File: src/rtl/keypad_pkg.sv
// rtl/keypad_pkg.sv - shared types and constants for the 4x4 keypad scanner
package keypad_pkg;

    typedef struct packed {
        logic       valid;
        logic [3:0] code;
    } frame_result_t;

    localparam frame_result_t RESULT_NONE = 5'b0_0000;

    // Entry r drives row r low; index 0 is the reset row.
    localparam logic [3:0][3:0] ROW_PATTERN = {4'b0111, 4'b1011, 4'b1101, 4'b1110};

    typedef enum logic {
        ST_RELEASED = 1'b0,
        ST_PRESSED  = 1'b1
    } key_state_t;

    // Exactly one active bit yields its index; zero or several (ghosting) yield NONE.
    function automatic frame_result_t decode_frame(input logic [15:0] bits);
        frame_result_t res;
        logic [4:0]    ones;
        res  = RESULT_NONE;
        ones = 5'd0;
        for (int i = 0; i < 16; i++) begin
            if (bits[i]) begin
                ones     = ones + 5'd1;
                res.code = 4'(i);
            end
        end
        if (ones == 5'd1) begin
            res.valid = 1'b1;
        end else begin
            res = RESULT_NONE;
        end
        return res;
    endfunction

endpackage

File: src/rtl/keypad_debounce.sv
// rtl/keypad_debounce.sv - frame-level debounce and press/release state machine
module keypad_debounce
    import keypad_pkg::*;
#(
    parameter int DEB_CNT = 4
) (
    input  logic          clk,
    input  logic          rst_n,
    input  logic          frame_end,
    input  frame_result_t result,
    output logic [3:0]    key_code,
    output logic          key_valid,
    output logic          key_held
);

    localparam int CW = $clog2(DEB_CNT + 1);
    localparam logic [CW-1:0] STABLE_MAX = CW'(DEB_CNT);
    localparam logic [CW-1:0] STABLE_ONE = CW'(1);

    key_state_t    state_q, state_d;
    frame_result_t prev_q, prev_d;
    logic [CW-1:0] stable_q, stable_d;
    logic [3:0]    code_d;
    logic          valid_d;

    always_ff @(posedge clk or negedge rst_n) begin
        if (!rst_n) begin
            state_q   <= ST_RELEASED;
            prev_q    <= RESULT_NONE;
            stable_q  <= '0;
            key_code  <= 4'd0;
            key_valid <= 1'b0;
        end else begin
            state_q   <= state_d;
            prev_q    <= prev_d;
            stable_q  <= stable_d;
            key_code  <= code_d;
            key_valid <= valid_d;
        end
    end

    always_comb begin
        state_d  = state_q;
        prev_d   = prev_q;
        stable_d = stable_q;
        code_d   = key_code;
        valid_d  = 1'b0;
        if (frame_end) begin
            prev_d = result;
            if (result == prev_q) begin
                stable_d = (stable_q == STABLE_MAX) ? STABLE_MAX : stable_q + STABLE_ONE;
            end else begin
                stable_d = STABLE_ONE;
            end
            // A saturated count re-evaluates every frame, so a changed key under a held press still commits.
            if (stable_d == STABLE_MAX) begin
                case (state_q)
                    ST_RELEASED: begin
                        if (result.valid) begin
                            state_d = ST_PRESSED;
                            code_d  = result.code;
                            valid_d = 1'b1;
                        end
                    end
                    ST_PRESSED: begin
                        if (!result.valid) begin
                            state_d = ST_RELEASED;
                        end else if (result.code != key_code) begin
                            code_d  = result.code;
                            valid_d = 1'b1;
                        end
                    end
                    default: state_d = ST_RELEASED;
                endcase
            end
        end
    end

    assign key_held = (state_q == ST_PRESSED);

endmodule

File: src/rtl/keypad_scanner.sv
// rtl/keypad_scanner.sv - 4x4 keypad row scanner with frame decode and debounce
module keypad_scanner
    import keypad_pkg::*;
#(
    parameter int SCAN_DIV = 50000,
    parameter int DEB_CNT  = 4
) (
    input  logic       CLK,
    input  logic       RSTn,
    input  logic [3:0] Key_In,
    output logic [3:0] Key_Row,
    output logic [3:0] Key_Code,
    output logic       Key_Valid,
    output logic       Key_Held
);

    localparam int DW = $clog2(SCAN_DIV);
    localparam logic [DW-1:0] DWELL_LAST = DW'(SCAN_DIV - 1);

    logic [DW-1:0] dwell;
    logic [1:0]    row;
    logic [15:0]   frame, frame_next;
    logic          dwell_last, frame_end;
    frame_result_t result;

    assign dwell_last = (dwell == DWELL_LAST);
    assign frame_end  = dwell_last && (row == 2'd3);

    // Row 3's sample is merged combinationally so the decode sees the whole frame on its last cycle.
    always_comb begin
        frame_next = frame;
        if (dwell_last) begin
            frame_next[{row, 2'b00} +: 4] = ~Key_In;
        end
    end

    always_ff @(posedge CLK or negedge RSTn) begin
        if (!RSTn) begin
            dwell <= '0;
            row   <= 2'd0;
            frame <= 16'd0;
        end else begin
            frame <= frame_next;
            if (dwell_last) begin
                dwell <= '0;
                row   <= row + 2'd1;
            end else begin
                dwell <= dwell + DW'(1);
            end
        end
    end

    assign Key_Row = ROW_PATTERN[row];
    assign result  = decode_frame(frame_next);

    keypad_debounce #(
        .DEB_CNT (DEB_CNT)
    ) u_debounce (
        .clk       (CLK),
        .rst_n     (RSTn),
        .frame_end (frame_end),
        .result    (result),
        .key_code  (Key_Code),
        .key_valid (Key_Valid),
        .key_held  (Key_Held)
    );

endmodule

File: config.mk
export PLATFORM = sky130hd
export DESIGN_NAME = keypad_scanner
export DESIGN_NICKNAME = d
export VERILOG_FILES = /design/src/rtl/keypad_pkg.sv /design/src/rtl/keypad_debounce.sv /design/src/rtl/keypad_scanner.sv
export SDC_FILE = /design/constraint.sdc
export NUM_CORES = 1
export LEC_CHECK = 0
export CAP_MARGIN = 40
export CORE_MARGIN = 2
export CORE_UTILIZATION = 65
export DETAILED_ROUTE_END_ITERATION = 8
export PLACE_DENSITY = 0.87
export SYNTH_ARGS = -nofsm -noshare
export SYNTH_HDL_FRONTEND = slang
export SYNTH_SLANG_ARGS = --single-unit
File: constraint.sdc
create_clock -name CLK -period 29.6 [get_ports CLK]
set_input_delay 4.44 -clock CLK [delete_from_list [all_inputs] [get_ports CLK]]
set_output_delay 4.44 -clock CLK [all_outputs]
set_load 0.01 [all_outputs]
==> impl_metrics.toml, run 1 <==
[run_status]
status = "finished, final reports clean"

[worst_setup_path]
r2r_end = "u_debounce.key_code[0]"
cp-end-kind = "flop"
critical_path.most_common_cell = "ha_1"
cp_max_fo = 11
crit_buf_inv = 2
critPathMaxStageDelay_ns = 0.73
crit_arrival_ns = 16.18
rr_startpoint = "dwell[5]"
rrSetupSlack_ns = 16.36
crit_slowest_cell = "clkdlybuf4s50_1"
start_kind = "primary input"
crit_family = "adder cells"
worstSetupStartpoint = "Key_In[1]"
reg2reg_depth = 52
worst_ep_required_time_ns = 29.78
path_class = "primary input to flop"

[timing]
rsz0062_at_grt = "no"
period_needed_ns = 15.99
max_freq_ghz = 0.0625
fin_setup_tns_ns = 0
slew_headroom = 0.383
finalCritPeriodShare = 0.540
setup_viol_count_final = 0
finalMaxSlewViolations = 0
tightest_slew_ns = 0.917
whs_ns = 0.489
hold_violations = 0
finalClockSkew_ns = 0.00952

[logic_synthesis]
synth-edff-count = 0
seq_area_frac_synth = 0.267
syn_area_per_cell_sq_um = 8.66
ys_top_cells_by_area = "dfrtp_1, xnor2_1, ha_1"
synthDistinctLibCells = 84
synthArstFlopShare = 1.00
synthCells = 520
netlist.area_leader.share = 0.267
ys.flop_type = "dfrtp_1"
ys_ff_latch = 48
synth-warning-count = 0
yosys.area.top_type = "dfrtp_1"
netlist_area_sq_um = 4500
syn_nets = 547

[cts]
cts_setup_buffers = 0
cts_root_buffer = "clkbuf_8"
htreeDepth = 2
clockBufferDepth = 2
worstSkewPairLatency_ns = 0.30
cts.reportedPaths.clkPinSlew_ns = 0.10
numCtsBuffers = 5
cts_tree = "done"
cts_hold_buf = 0
post_cts_resized = 0
clock-sinks = 48

[pwr]
power.total_uw = 119
ir_drop_v = 0.0000201
p_per_area_nw_per_um2 = 24.7
leakage_nw = 2.09

[floorplanning]
core-area_sq_um = 6760
chipHeight_um = 87.2
die_w_um = 87.2
die-area_sq_um = 7610
io_pins = 16
row_count = 30
start_util = 0.666

[worst_hold_path]
hp-start = "dwell[0]"
hold_end = "dwell[0]"
hold_depth = 1
hp-class = "flop to flop"

[global_route]
grt-ovfl-total = 0
grt_pass1_vias = 3813
grt_max_degree = 33
antenna_found_initial = 0
grt_pass1_wl_um = 17500
grt_util_all_layers = 0.282

[drt]
avgViaCountPerCell = 6.51
avgRoutedWirePerCell_um = 17.1
drt.antenna.violating_nets = 0
num_vias = 3954
drc = 0
drt_iter0_markers = 285
drtPass1Iterations = 5
routed_wl_um = 10400

[finish]
final_cell_mix = "nand2_1, nor2_1, dfrtp_1"
fin_nets = 553
instances_no_fill = 607
n_antenna_cell = 0
final_common_cell = "nand2_1"
syn2layout_area_growth_pct = 7.06
drive_gt1_frac = 0.106

[place]
dp_cells = 599
dp_hpwl_um = 8040
gp_congestion = 0.966
port_buffers = 15

[job]
drv_cap = 0
## worst max path at each step
stage                             endpoint  slack, ns  cells after the start
detailed placement  u_debounce.key_code[0]      13.47                     52
global route        u_debounce.key_code[0]      12.91                     52
floorplan           u_debounce.key_code[0]      15.01                     51
CTS                 u_debounce.key_code[0]      13.77                     52
global placement    u_debounce.key_code[0]      14.00                     52
finish              u_debounce.key_code[0]      13.61                     52
## synth_stat cells, types with 6 or more instances
cell and count:
a21oi_1 10, clkbuf_1 13, dfrtp_1 48, mux2i_1 19, nor2_1 48, and3_1 9, o31ai_1 8, nor2b_1 9
o21ai_0 19, nand4_1 9, xnor2_1 32, nand2_1 53, nand3_1 21, inv_1 25, nor4_1 6, xor2_1 23
nor3_1 7, ha_1 21, mux2_2 9
## registers in the layout, indices dropped and copies added (netlist names)
register	flops
u_debounce.stable_q	3
u_debounce.key_valid	1
row	2
dwell	16
u_debounce.key_code	4
frame	16
u_debounce.prev_q	5
u_debounce.key_held	1
## metrics by stage
stage	utilization	setup slack, ns	cell area [sq um]
after floorplan	-	15.01	4500
after global placement	0.694	14.00	4690
after detailed placement	0.696	13.47	4710
after CTS	0.714	13.77	4820
after global routing	0.714	12.91	4820
final	0.714	13.61	4820
## metal layers
| metal | GRT usage | share of wire | up-vias |
|---|---|---|---|
| met1 | 0.372 | 0.43 | 1886 |
| met2 | 0.477 | 0.48 | 156 |
| met3 | 0.0379 | 0.061 | 24 |
| met4 | 0.0979 | 0.025 | 0 |
| li1 | - | - | 1888 |
| met5 | 0 | 0 | - |
## kinds of logic after synthesis
logic type	after synthesis	share of synthesized area
fa+ha+maj	21	0.0583
compound gates	93	0.154
xor+xnor	62	0.137
flops	48	0.267
buf+inv	51	0.0470
simple gates	215	0.266
mux	30	0.0706
## layout make-up
class                      instances  area, sq um
timing repair buffer              20          195
multi-input combinational        421         3100
inverter                          30          113
sequential                        48         1200
fill                             495         1940
clock inverter                     3         46.3
tap                               80          100
clock buffer                       5         68.8
## worst reg2reg max path, delay by kind of cell, from the launching register on
family,cells,cell delay [ns]
AOI/OAI and AO/OA,11,2.29
adders and majority gates,14,4.16
buffers and inverters,1,0.04
DFF,1,0.45
muxes,9,2.56
and+or+nand+nor,17,3.61
## power by group
group | switching, mW | total, mW | internal, mW
registers | 0 | 0.0655 | 0.0655
logic | 0.00287 | 0.00417 | 0.00130
clock network | 0.0240 | 0.0495 | 0.0255
No activity file was read; power rests on OpenSTA's default activity.
==> inputs of run 2 (changes only) <==
- CORE_UTILIZATION: 65 -> 57
- PLACE_DENSITY: 0.87 -> 0.81
- clock period: 29.6 -> 13.9 ns (I/O delays scaled with it)
==> impl_metrics.toml, run 2 (synthesis results as in run 1) <==
[floorplanning]
io_pins = 16
chipHeight_um = 92.9
die-area_sq_um = 8630
die_w_um = 92.9
row_count = 32
start_util = 0.586
core-area_sq_um = 7690

[place]
dp_hpwl_um = 7970
place_ws_ns = 0.254
port_buffers = 15
placed_area_sq_um = 4760
dp_cells = 624
gp_congestion = 0.928

[timing]
hold_violations = 0
fin_ws_ns = 0.767
finalClockSkew_ns = 0.00581
setup_viol_count_final = 0
period_needed_ns = 13.13
rsz0062_at_grt = "no"
max_freq_ghz = 0.0761
slew_headroom = 0.387
finalMaxSlewViolations = 0
tightest_slew_ns = 0.912
fin_setup_tns_ns = 0
whs_ns = 0.500
finalCritPeriodShare = 0.945

[global_route]
grt_pass1_vias = 3804
antenna_found_initial = 0
grt.met2_usage = 0.411
use_met3 = 0.0277
grt_util_all_layers = 0.257
grt-ovfl-total = 0
grt_max_degree = 28
top_usage_layer = "met2"
grt_pass1_wl_um = 18000
grt_util_met1 = 0.362

[finish]
n_antenna_cell = 0
reg.largest.list = "dwell x16, frame x16, u_debounce.prev_q x5"
final_common_cell = "nand2_1"
instances_no_fill = 632
final_core_util = 0.640
final_cell_mix = "nand2_1, nor2_1, dfrtp_1"
final_area_sq_um = 4920
drive_gt1_frac = 0.117
fin_nets = 557
syn2layout_area_growth_pct = 9.28

[drt]
avgRoutedWirePerCell_um = 16.9
routed_wl_um = 10700
avgViaCountPerCell = 6.23
drt.antenna.violating_nets = 0
num_vias = 3939
drtPass1Iterations = 5
drt_iter0_markers = 359
drc = 0

[worst_setup_path]
r2r_end = "u_debounce.key_code[0]"
crit_family = "adder cells"
crit_slowest_cell = "clkdlybuf4s50_1"
start_kind = "primary input"
critPathMaxStageDelay_ns = 0.45
reg2reg_depth = 51
crit_arrival_ns = 13.33
crit_buf_inv = 3
cp_max_fo = 11
worst_ep_required_time_ns = 14.09
cp-end-kind = "flop"
rr_startpoint = "dwell[5]"
rrSetupSlack_ns = 0.99
path_class = "primary input to flop"
critical_path.most_common_cell = "ha_1"

[cts]
cts_setup_buffers = 0
htreeDepth = 2
cts.reportedPaths.clkPinSlew_ns = 0.09
clockBufferDepth = 2
clock-sinks = 48
worstSkewPairLatency_ns = 0.30
numCtsBuffers = 5
cts_root_buffer = "clkbuf_8"
cts_tree = "done"

[worst_hold_path]
hp-start = "dwell[0]"
hold_end = "dwell[0]"
hp-class = "flop to flop"
hold_depth = 1

[pwr]
p_per_area_nw_per_um2 = 54.9
leakage_nw = 2.12
ir_drop_v = 0.0000648
power.total_uw = 270

[run_status]
status = "finished, final reports clean"

[job]
drv_cap = 0
run 2: worst max-delay path by stage:
stage,startpoint,cells past startpoint,end
after global routing,Key_In[1],52,u_debounce.key_code[0]
final,Key_In[1],52,u_debounce.key_code[0]
after detailed placement,Key_In[1],53,u_debounce.key_code[0]
after CTS,Key_In[1],53,u_debounce.key_code[0]
after floorplan,Key_In[1],51,u_debounce.key_code[0]
after global placement,Key_In[1],53,u_debounce.key_code[0]
run 2: layer usage:
layer	vias up	routed length, um
met1	1887	4950
li1	1894	-
met4	0	284
met3	23	542
met5	-	0
met2	135	4870
run 2: report_power, final:
part | switching, mW | leakage, nW | total, mW | internal, mW
logic | 0.00658 | 1.45 | 0.00994 | 0.00337
registers | 0 | 0.604 | 0.140 | 0.140
clock network | 0.0499 | 0.0642 | 0.121 | 0.0709
run 2: final cells by class:
| class | count | area, sq um |
|---|---|---|
| Multi-Input combinational cell | 421 | 3120 |
| Fill cell | 625 | 2770 |
| Sequential cell | 48 | 1200 |
| Clock buffer | 5 | 68.8 |
| Clock inverter | 2 | 60.1 |
| Timing Repair Buffer | 24 | 230 |
| Tap cell | 102 | 128 |
| Inverter | 30 | 113 |
run 2: timing repair:
action                                  CTS  global route
endpoints found under the setup margin    0             7
hold buffers                              0             0
gates resized for setup                   0             3
==> inputs of run 3 (changes only) <==
- CORE_MARGIN: 2 -> 3
==> impl_metrics.toml, run 3 (synthesis results as in run 1) <==
[run_status]
status = "finished, final reports clean"

[pwr]
p_per_area_nw_per_um2 = 52.5
leakage_nw = 2.10
ir_drop_v = 0.0000403
power_frac_seq = 0.546
p_clk_frac = 0.417
intPower_uw = 197
p_comb_frac = 0.037
p_sw_uw = 58.7
swShare = 0.230

[timing]
period_needed_ns = 13.16
finalMaxSlewViolations = 0
hold_violations = 0
rsz0062_at_grt = "no"
finalCritPeriodShare = 0.947
slew_headroom = 0.412
setup_viol_count_final = 0
tightest_slew_ns = 0.875
fin_setup_tns_ns = 0
finalClockSkew_ns = 0.0129
max_freq_ghz = 0.0760

[place]
gp_congestion = 0.895
port_buffers = 15
dp_hpwl_um = 7940
placed_area_sq_um = 4750

[worst_setup_path]
path_class = "primary input to flop"
critPathMaxStageDelay_ns = 0.48
crit_buf_inv = 2
crit_slowest_cell = "clkdlybuf4s50_1"
worst_ep_required_time_ns = 14.11
cp_max_fo = 8
crit_family = "adder cells"
cp-end-kind = "flop"
start_kind = "primary input"
critical_path.most_common_cell = "ha_1"
crit_arrival_ns = 13.37

[worst_hold_path]
hp-class = "flop to flop"

[cts]
cts_root_buffer = "clkbuf_8"
worstSkewPairLatency_ns = 0.31
htreeDepth = 2
clockBufferDepth = 2
numCtsBuffers = 5
cts_tree = "done"
cts.reportedPaths.clkPinSlew_ns = 0.10
cts_hold_buf = 0
post_cts_resized = 0
cts_setup_buffers = 0
clock-sinks = 48

[drt]
drt_iter0_markers = 246
routed_wl_um = 10300
avgViaCountPerCell = 6.20
drc = 0
avgRoutedWirePerCell_um = 16.3
drtPass1Iterations = 5
num_vias = 3899
drt.antenna.violating_nets = 0

[finish]
final_common_cell = "nand2_1"
fillCellCount = 635
drive_gt1_frac = 0.111
reg.largest.list = "dwell x16, frame x16, u_debounce.prev_q x5"
n_antenna_cell = 0
final_cell_mix = "nand2_1, nor2_1, dfrtp_1"
syn2layout_area_growth_pct = 8.09
final_area_sq_um = 4870
fin_nets = 556

[global_route]
grt_util_all_layers = 0.245
grt_pass1_vias = 3744
grt_max_degree = 37
antenna_found_initial = 0
grt_pass1_wl_um = 17800
grt-ovfl-total = 0

[job]
drv_cap = 0

[floorplanning]
io_pins = 16
core-area_sq_um = 7450
die_w_um = 94.9
chipHeight_um = 94.9
die-area_sq_um = 9000
start_util = 0.605
row_count = 31
[run 3: layout make-up]
cell class              count  area, sq um  share of cell area
clock buffers               5         68.8              0.0141
clock inverters             3         46.3             0.00951
inverters                  30          113              0.0231
multi-input cells         421         3100               0.636
flip-flops and latches     48         1200               0.247
well taps                  99          124              0.0254
repair buffers             23          218              0.0447
[run 3: power groups by stage]
| stage | Sequential, mW | Combinational, mW | Clock, mW |
|---|---|---|---|
| floorplan | 0.142 | 0.00334 | 0 |
| global placement | 0.142 | 0.00877 | 0 |
| detailed placement | 0.142 | 0.00954 | 0 |
| CTS | 0.140 | 0.00955 | 0.107 |
| global route | 0.140 | 0.0105 | 0.111 |
| finish | 0.140 | 0.00953 | 0.107 |
[run 3: metrics by stage]
stage                     instances   util  setup slack, ns  power (mW)  hold WS [ns]
after floorplan                 520      -             1.66       0.146         0.448
after global placement          620  0.635             1.02       0.151         0.469
after detailed placement        621  0.638            0.475       0.152         0.484
after CTS                       629  0.654            0.804       0.256         0.499
after global routing            629  0.654          0.00290       0.261         0.523
final                           629  0.654            0.737       0.256         0.498
[run 3: worst register-to-register path: cells and delay by family (launching register included)]
family / cells / cell delay (ns)
simple gates: 17 / 3.59
buf+inv: 1 / 0.04
fa+ha+maj: 14 / 4.17
compound gates: 11 / 2.26
mux: 9 / 2.55
flops: 1 / 0.44
[run 3: path summary, 6_finish.rpt]
kind	from	to	slack (ns)	cells past startpoint
setup / recovery	Key_In[1]	u_debounce.key_code[0]	0.74	52
max in group asynchronous	RSTn	u_debounce.prev_q[1]	11.72	2
setup reg to reg	dwell[5]	u_debounce.key_code[0]	0.77	52
hold reg to reg	dwell[10]	dwell[10]	0.50	1
hold / removal	dwell[10]	dwell[10]	0.50	1
min in group asynchronous	RSTn	frame[3]	1.68	1
[run 3: routing by layer]
metal | share of wire | vias to the layer above | track usage
met1 | 0.47 | 1904 | 0.340
met2 | 0.47 | 93 | 0.406
met4 | 0.016 | 0 | 0.0637
met5 | 0 | - | 0
li1 | - | 1888 | -
met3 | 0.042 | 14 | 0.0271
